--- src/rtl/rand_fetch_fta32.sv ---
// FTA 32-bit bus types plus a bus initiator that keeps a small prefetch FIFO
// stocked with words drawn from the multi-stream random number generator.
package fta_bus_pkg;
  localparam logic [2:0] CTI_CLASSIC = 3'd0;
  localparam logic [2:0] CTI_ERC     = 3'd7;

  typedef struct packed {
    logic        cyc;
    logic        we;
    logic [3:0]  sel;
    logic [31:0] adr;
    logic [31:0] dat;
    logic [2:0]  cti;
    logic [1:0]  bte;
    logic [9:0]  tid;
  } fta_cmd_request32_t;

  typedef struct packed {
    logic        ack;
    logic        stall;
    logic [9:0]  tid;
    logic [31:0] dat;
  } fta_cmd_response32_t;
endpackage

module rand_fetch_fta32
  import fta_bus_pkg::*;
#(
  parameter logic [31:0] RAND_ADDR  = 32'hFEE10000,
  parameter int          FIFO_DEPTH = 16,
  parameter logic [7:0]  TIMEOUT    = 8'd255,
  parameter logic [5:0]  CID        = 6'd1
) (
  input  logic                          clk_i,
  input  logic                          rst_i,
  input  logic                          en_i,
  input  logic [9:0]                    stream_i,
  output fta_cmd_request32_t            req_o,
  input  fta_cmd_response32_t           resp_i,
  input  logic                          rd_i,
  output logic [31:0]                   dat_o,
  output logic                          empty_o,
  output logic [$clog2(FIFO_DEPTH):0]   count_o,
  output logic                          err_o
);
  localparam int AW = $clog2(FIFO_DEPTH);
  localparam logic [AW+1:0] DEPTH_W = (AW+2)'(FIFO_DEPTH);

  typedef enum logic [2:0] {IDLE, SSTRM, WSTRM, SREAD, WREAD, SADV, WADV} state_t;

  state_t             state_reg, state_next;
  fta_cmd_request32_t req_reg, req_next;
  logic [3:0]         seq_reg;
  logic [9:0]         tid_reg;
  logic [9:0]         stream_reg;
  logic               stream_valid_reg;
  logic               rsv_reg;
  logic [7:0]         tmo_reg;
  logic               err_reg;

  logic [31:0]        mem [FIFO_DEPTH];
  logic [AW-1:0]      wr_ptr_reg, rd_ptr_reg;
  logic [AW:0]        count_reg;

  logic in_wait, issue, ack_hit, tmo_hit, push, pop, room, stream_stale;

  assign in_wait      = (state_reg == WSTRM) || (state_reg == WREAD) || (state_reg == WADV);
  assign issue        = (state_reg == SSTRM) || (state_reg == SREAD) || (state_reg == SADV);
  // Only the ack carrying the tid we issued counts; stale acks fall through.
  assign ack_hit      = in_wait && resp_i.ack && (resp_i.tid == tid_reg);
  assign tmo_hit      = in_wait && !ack_hit && (tmo_reg == TIMEOUT);
  assign push         = (state_reg == WREAD) && ack_hit;
  assign pop          = rd_i && (count_reg != '0);
  assign room         = ({1'b0, count_reg} + {{(AW+1){1'b0}}, rsv_reg}) < DEPTH_W;
  assign stream_stale = !stream_valid_reg || (stream_i != stream_reg);

  always_ff @(posedge clk_i or posedge rst_i) begin
    if (rst_i) state_reg <= IDLE;
    else       state_reg <= state_next;
  end

  always_comb begin
    state_next = state_reg;
    unique case (state_reg)
      IDLE: begin
        if (en_i && stream_stale) state_next = SSTRM;
        else if (en_i && room)    state_next = SREAD;
      end
      SSTRM: state_next = WSTRM;
      SREAD: state_next = WREAD;
      SADV:  state_next = WADV;
      WSTRM: begin
        if (ack_hit)      state_next = IDLE;
        else if (tmo_hit) state_next = SSTRM;
      end
      WREAD: begin
        if (ack_hit)      state_next = SADV;
        else if (tmo_hit) state_next = SREAD;
      end
      WADV: begin
        if (ack_hit)      state_next = IDLE;
        else if (tmo_hit) state_next = SADV;
      end
      default: state_next = IDLE;
    endcase
  end

  // Request is registered: cyc shows the cycle after the S* state and holds through stall.
  always_comb begin
    req_next = req_reg;
    if (req_reg.cyc && !resp_i.stall) req_next = '0;
    case (state_reg)
      SSTRM: begin
        req_next     = '0;
        req_next.cyc = 1'b1;
        req_next.we  = 1'b1;
        req_next.sel = 4'hF;
        req_next.adr = RAND_ADDR + 32'd4;
        req_next.dat = {22'h0, stream_i};
        req_next.cti = CTI_ERC;
        req_next.tid = {CID, seq_reg};
      end
      SREAD: begin
        req_next     = '0;
        req_next.cyc = 1'b1;
        req_next.sel = 4'hF;
        req_next.adr = RAND_ADDR;
        req_next.cti = CTI_CLASSIC;
        req_next.tid = {CID, seq_reg};
      end
      SADV: begin
        req_next     = '0;
        req_next.cyc = 1'b1;
        req_next.we  = 1'b1;
        req_next.sel = 4'hF;
        req_next.adr = RAND_ADDR;
        req_next.cti = CTI_ERC;
        req_next.tid = {CID, seq_reg};
      end
      default: ;
    endcase
  end

  always_ff @(posedge clk_i or posedge rst_i) begin
    if (rst_i) begin
      req_reg          <= '0;
      seq_reg          <= '0;
      tid_reg          <= '0;
      stream_reg       <= '0;
      stream_valid_reg <= 1'b0;
      rsv_reg          <= 1'b0;
      tmo_reg          <= '0;
      err_reg          <= 1'b0;
    end else begin
      req_reg <= req_next;
      if (issue) begin
        seq_reg <= seq_reg + 4'd1;
        tid_reg <= {CID, seq_reg};
        tmo_reg <= '0;
      end else if (in_wait && !req_reg.cyc) begin
        tmo_reg <= tmo_reg + 8'd1;
      end
      if (state_reg == SSTRM) stream_reg <= stream_i;
      if ((state_reg == WSTRM) && ack_hit) stream_valid_reg <= 1'b1;
      // The reservation survives read retries and is only dropped by the push.
      if (state_reg == SREAD) rsv_reg <= 1'b1;
      else if (push)          rsv_reg <= 1'b0;
      if (tmo_hit) err_reg <= 1'b1;
    end
  end

  always_ff @(posedge clk_i) begin
    if (push) mem[wr_ptr_reg] <= resp_i.dat;
  end

  always_ff @(posedge clk_i or posedge rst_i) begin
    if (rst_i) begin
      wr_ptr_reg <= '0;
      rd_ptr_reg <= '0;
      count_reg  <= '0;
    end else begin
      if (push) wr_ptr_reg <= wr_ptr_reg + AW'(1);
      if (pop)  rd_ptr_reg <= rd_ptr_reg + AW'(1);
      case ({push, pop})
        2'b10:   count_reg <= count_reg + (AW+1)'(1);
        2'b01:   count_reg <= count_reg - (AW+1)'(1);
        default: ;
      endcase
    end
  end

  assign req_o   = req_reg;
  assign dat_o   = (count_reg == '0) ? 32'h0 : mem[rd_ptr_reg];
  assign empty_o = (count_reg == '0);
  assign count_o = count_reg;
  assign err_o   = err_reg;
endmodule
--- config.mk ---
export PLATFORM = sky130hd
export DESIGN_NAME = rand_fetch_fta32
export DESIGN_NICKNAME = d
export VERILOG_FILES = /design/src/rtl/rand_fetch_fta32.sv
export SDC_FILE = /design/constraint.sdc
export NUM_CORES = 1
export LEC_CHECK = 0
export ABC_AREA = 1
export CAP_MARGIN = 5
export CORE_ASPECT_RATIO = 2
export CORE_MARGIN = 4
export CORE_UTILIZATION = 58
export DETAILED_ROUTE_END_ITERATION = 8
export PLACE_DENSITY = 0.86
export SETUP_SLACK_MARGIN = 0.5
export SLEW_MARGIN = 5
export SYNTH_ARGS = -nofsm -noshare
export SYNTH_HDL_FRONTEND = slang
export SYNTH_SLANG_ARGS = --single-unit
--- constraint.sdc ---
create_clock -name clk_i -period 3.99 [get_ports clk_i]
set_input_delay 0.399 -clock clk_i [delete_from_list [all_inputs] [get_ports clk_i]]
set_output_delay 0.399 -clock clk_i [all_outputs]
set_load 0.02 [all_outputs]
==> metrics.txt <==
status=complete, no violations; detailed router's first-iteration violation count=2250; proportion of layout cells with a drive suffix above 1=0.0747; clk buf depth=3; total number of vias=16500; Tcrit/Tclk final=0.872; Arrival @ worst endpoint=3080 ps; actual slew at the worst max-slew pin=approximately 1000 ps; Die Height=around 300 µm; leakage power summed over all cells=9.51 nW; via-per-instance ratio=between 6 and 7; post-synthesis cell area=23700 µm²; Clock Tree Root=sky130_fd_sc_hd__clkbuf_16; Final nets=between 2000 and 2500; final routed wire length divided by cell count=around 25 µm; Reg clk slew, reported paths=70 ps; cell type with the highest aggregate area in the netlist=sky130_fd_sc_hd__edfxtp_1; proportion of register bits with asynchronous set or reset after synthesis=0.110; multi-input logic area=5590 µm²; critical path peak fanout=between 40 and 50; fillcell total=2629; maximum number of pins on one net before global-route repair=125; syn_area_per_cell=12.6 µm²; wire length of the first global-routing pass=around 95 mm; sequential cell area fraction in the yosys report=0.716; CP Data Required Time=about 3600 ps; total clock buffers created by CTS=48; total number of yosys warnings=0; number of input and output port buffers inserted=roughly 130; worst setup path category=register to primary output; Post-DRT Antenna Nets=0; half-perimeter wire length after detailed placement=approximately 33 mm; peak supply drop=506 µV; area share of the largest cell type after synthesis=0.649; antenna violations before repair=3; Overall Power=19.5 mW; accumulated negative setup slack=0 ps; clock period minus final worst setup slack=3480 ps; clock latency on the worst-skew pair=approximately 580 ps; cell types with the largest area share after synthesis=sky130_fd_sc_hd__edfxtp_1, sky130_fd_sc_hd__dfrtp_1, sky130_fd_sc_hd__o21ai_0; startpoint of the most critical setup path=rd_ptr_reg[1]; Cells after Synth=1886; Slew Limit Fails=0; count of non-filler cells in the finished layout=between 2000 and 3000; HP Class=input port to asynchronous set/reset pin; depth of the CTS H-tree=2; placer congestion estimate=0.879; final WL=64.0 mm; CP endpoint kind=primary output; origin of the critical flop-to-flop path=count_o[1]; P per Cell Area=719 nW/µm²; footprint of the flip-flops and latches=17000 µm²; Starting Density=0.587; remaining design rule violation count=0; Congestion Overflow GR=0; worst hold-check slack=323 ps; Layout Skew=25.8 ps; Die W=151 µm; number of failing hold endpoints at the final stage=0; number of flip-flops in the largest register=between 500 and 600; Area Overhead vs Synth=14.6%; count of unique library cells instantiated by Yosys=35; All-Layer GR Usage=0.284; io pins=182; leading register cell type out of synthesis=sky130_fd_sc_hd__edfxtp_1; setup repair after global routing missed its margin=true; Seq cells post-synth=around 580; row cnt=104; number of global-route vias before repair=between 15000 and 20000; Fmax achieved=0.287 GHz; number of enable-type register cells in the synthesized netlist=512; area of the core=40300 µm²; placed cells=about 2500; clock tree sinks=575; first-pass iteration count of the detailed router=8; TritonCTS clock tree=yes; Max Cap Viol=0; Relative slew margins=0.306; Total Die Area=44300 µm²; setup violators final=0; Critical Path Source Type=register
-- cell families after synthesis --
group           count (synthesis)  synth area share
fa+ha+maj                      11           0.00581
simple gates                  527            0.0902
xor+xnor                       14           0.00518
buf+inv                       270            0.0610
other cells                     1          0.000158
compound gates                488             0.122
flops                         575             0.716
-- Yosys cell counts (3+ instances only) --
library cell,count
sky130_fd_sc_hd__o22ai_1,26
sky130_fd_sc_hd__buf_4,74
sky130_fd_sc_hd__dfrtp_1,63
sky130_fd_sc_hd__a21oi_1,41
sky130_fd_sc_hd__nand3_1,75
sky130_fd_sc_hd__nor2_1,319
sky130_fd_sc_hd__o21ai_0,305
sky130_fd_sc_hd__nand4_1,7
sky130_fd_sc_hd__clkbuf_2,8
sky130_fd_sc_hd__edfxtp_1,512
sky130_fd_sc_hd__xor2_1,12
sky130_fd_sc_hd__nand2_1,117
sky130_fd_sc_hd__buf_2,20
sky130_fd_sc_hd__o21ai_1,8
sky130_fd_sc_hd__buf_6,10
sky130_fd_sc_hd__inv_1,87
sky130_fd_sc_hd__buf_1,6
sky130_fd_sc_hd__o221ai_1,104
sky130_fd_sc_hd__clkbuf_1,58
sky130_fd_sc_hd__ha_1,11
sky130_fd_sc_hd__inv_2,3
-- final cells by class --
cell class / instances / area share
flip-flops and latches: 575 / 0.625
multi-input cells: 1089 / 0.206
repair buffers: 178 / 0.0729
clock buffers: 61 / 0.0480
well taps: 530 / 0.0244
inverters: 91 / 0.0133
clock inverters: 28 / 0.00996
diodes: 2 / 0.000185
-- report_power, final --
group	internal [mW]	switching (mW)	leakage [nW]
clock	2.60	2.17	0.761
sequential	6.81	0.306	5.37
combinational	2.63	5.00	3.38
-- layout by cell type, fill, tap and decap left out, types with 4 or more instances in the layout --
master and instances:
sky130_fd_sc_hd__nor2_1 303, sky130_fd_sc_hd__nor2_4 18, sky130_fd_sc_hd__nand3_1 75, sky130_fd_sc_hd__dlymetal6s2s_1 16
sky130_fd_sc_hd__inv_2 4, sky130_fd_sc_hd__nand2_1 117, sky130_fd_sc_hd__clkdlybuf4s50_1 103, sky130_fd_sc_hd__o22ai_1 26
sky130_fd_sc_hd__o221ai_1 104, sky130_fd_sc_hd__dlygate4sd2_1 12, sky130_fd_sc_hd__edfxtp_1 512, sky130_fd_sc_hd__clkinvlp_4 4
sky130_fd_sc_hd__o21ai_1 8, sky130_fd_sc_hd__bufinv_16 4, sky130_fd_sc_hd__clkinv_1 8, sky130_fd_sc_hd__buf_16 5
sky130_fd_sc_hd__clkbuf_16 51, sky130_fd_sc_hd__dfrtp_1 60, sky130_fd_sc_hd__nand4_1 7, sky130_fd_sc_hd__buf_12 8
sky130_fd_sc_hd__inv_1 84, sky130_fd_sc_hd__o21ai_0 305, sky130_fd_sc_hd__clkbuf_1 10, sky130_fd_sc_hd__xor2_1 12
sky130_fd_sc_hd__conb_1 49, sky130_fd_sc_hd__clkinv_2 8, sky130_fd_sc_hd__a21oi_1 39, sky130_fd_sc_hd__ha_1 11
sky130_fd_sc_hd__buf_4 27
-- layer usage --
metal	vias to the layer above	global-route usage	share of wire
met1	7873	0.335	0.31
met5	-	0	0.00020
met2	1395	0.496	0.52
li1	6956	-	-
met3	269	0.0482	0.11
met4	2	0.141	0.054
-- worst paths after layout --
check / endpoint / slack [ps] / cells after the start
hold reg to reg: err_o / 480 / 2
hold / removal: count_o[0] / 320 / 2
setup reg to reg: count_o[4] / 1000 / 17
setup / recovery: dat_o[18] / 510 / 9
min in group clk_i: stream_reg[9] / 440 / 3
max in group asynchronous: stream_reg[2] / 2780 / 3
-- through the flow --
stage               area (µm²)   util  worst slack [ps]
detailed placement       25300  0.627               754
floorplan                23900      -              1040
global route             27100  0.672               434
CTS                      27000  0.670               441
global placement         25300  0.627               825
finish                   27100  0.672               512
-- worst max-delay path, cell delays in order, from the launching register on --
cell and delay (ps):
sky130_fd_sc_hd__dfrtp_4 630, sky130_fd_sc_hd__inv_4 180, sky130_fd_sc_hd__bufbuf_16 410, sky130_fd_sc_hd__o21ai_0 130, sky130_fd_sc_hd__o22ai_1 120, sky130_fd_sc_hd__nor2_1 60
sky130_fd_sc_hd__nor2_1 130, sky130_fd_sc_hd__o21ai_0 110, sky130_fd_sc_hd__a21oi_1 340, sky130_fd_sc_hd__dlygate4sd2_1 390
-- what timing repair did --
action                                  4_1_cts  5_1_grt
setup buffers                                 2        2
endpoints found under the setup margin       29       19
gates cloned                                  3        1
resized for setup                            24       19
hold buffers                                  0        0
No activity file was read; power rests on OpenSTA's default activity.
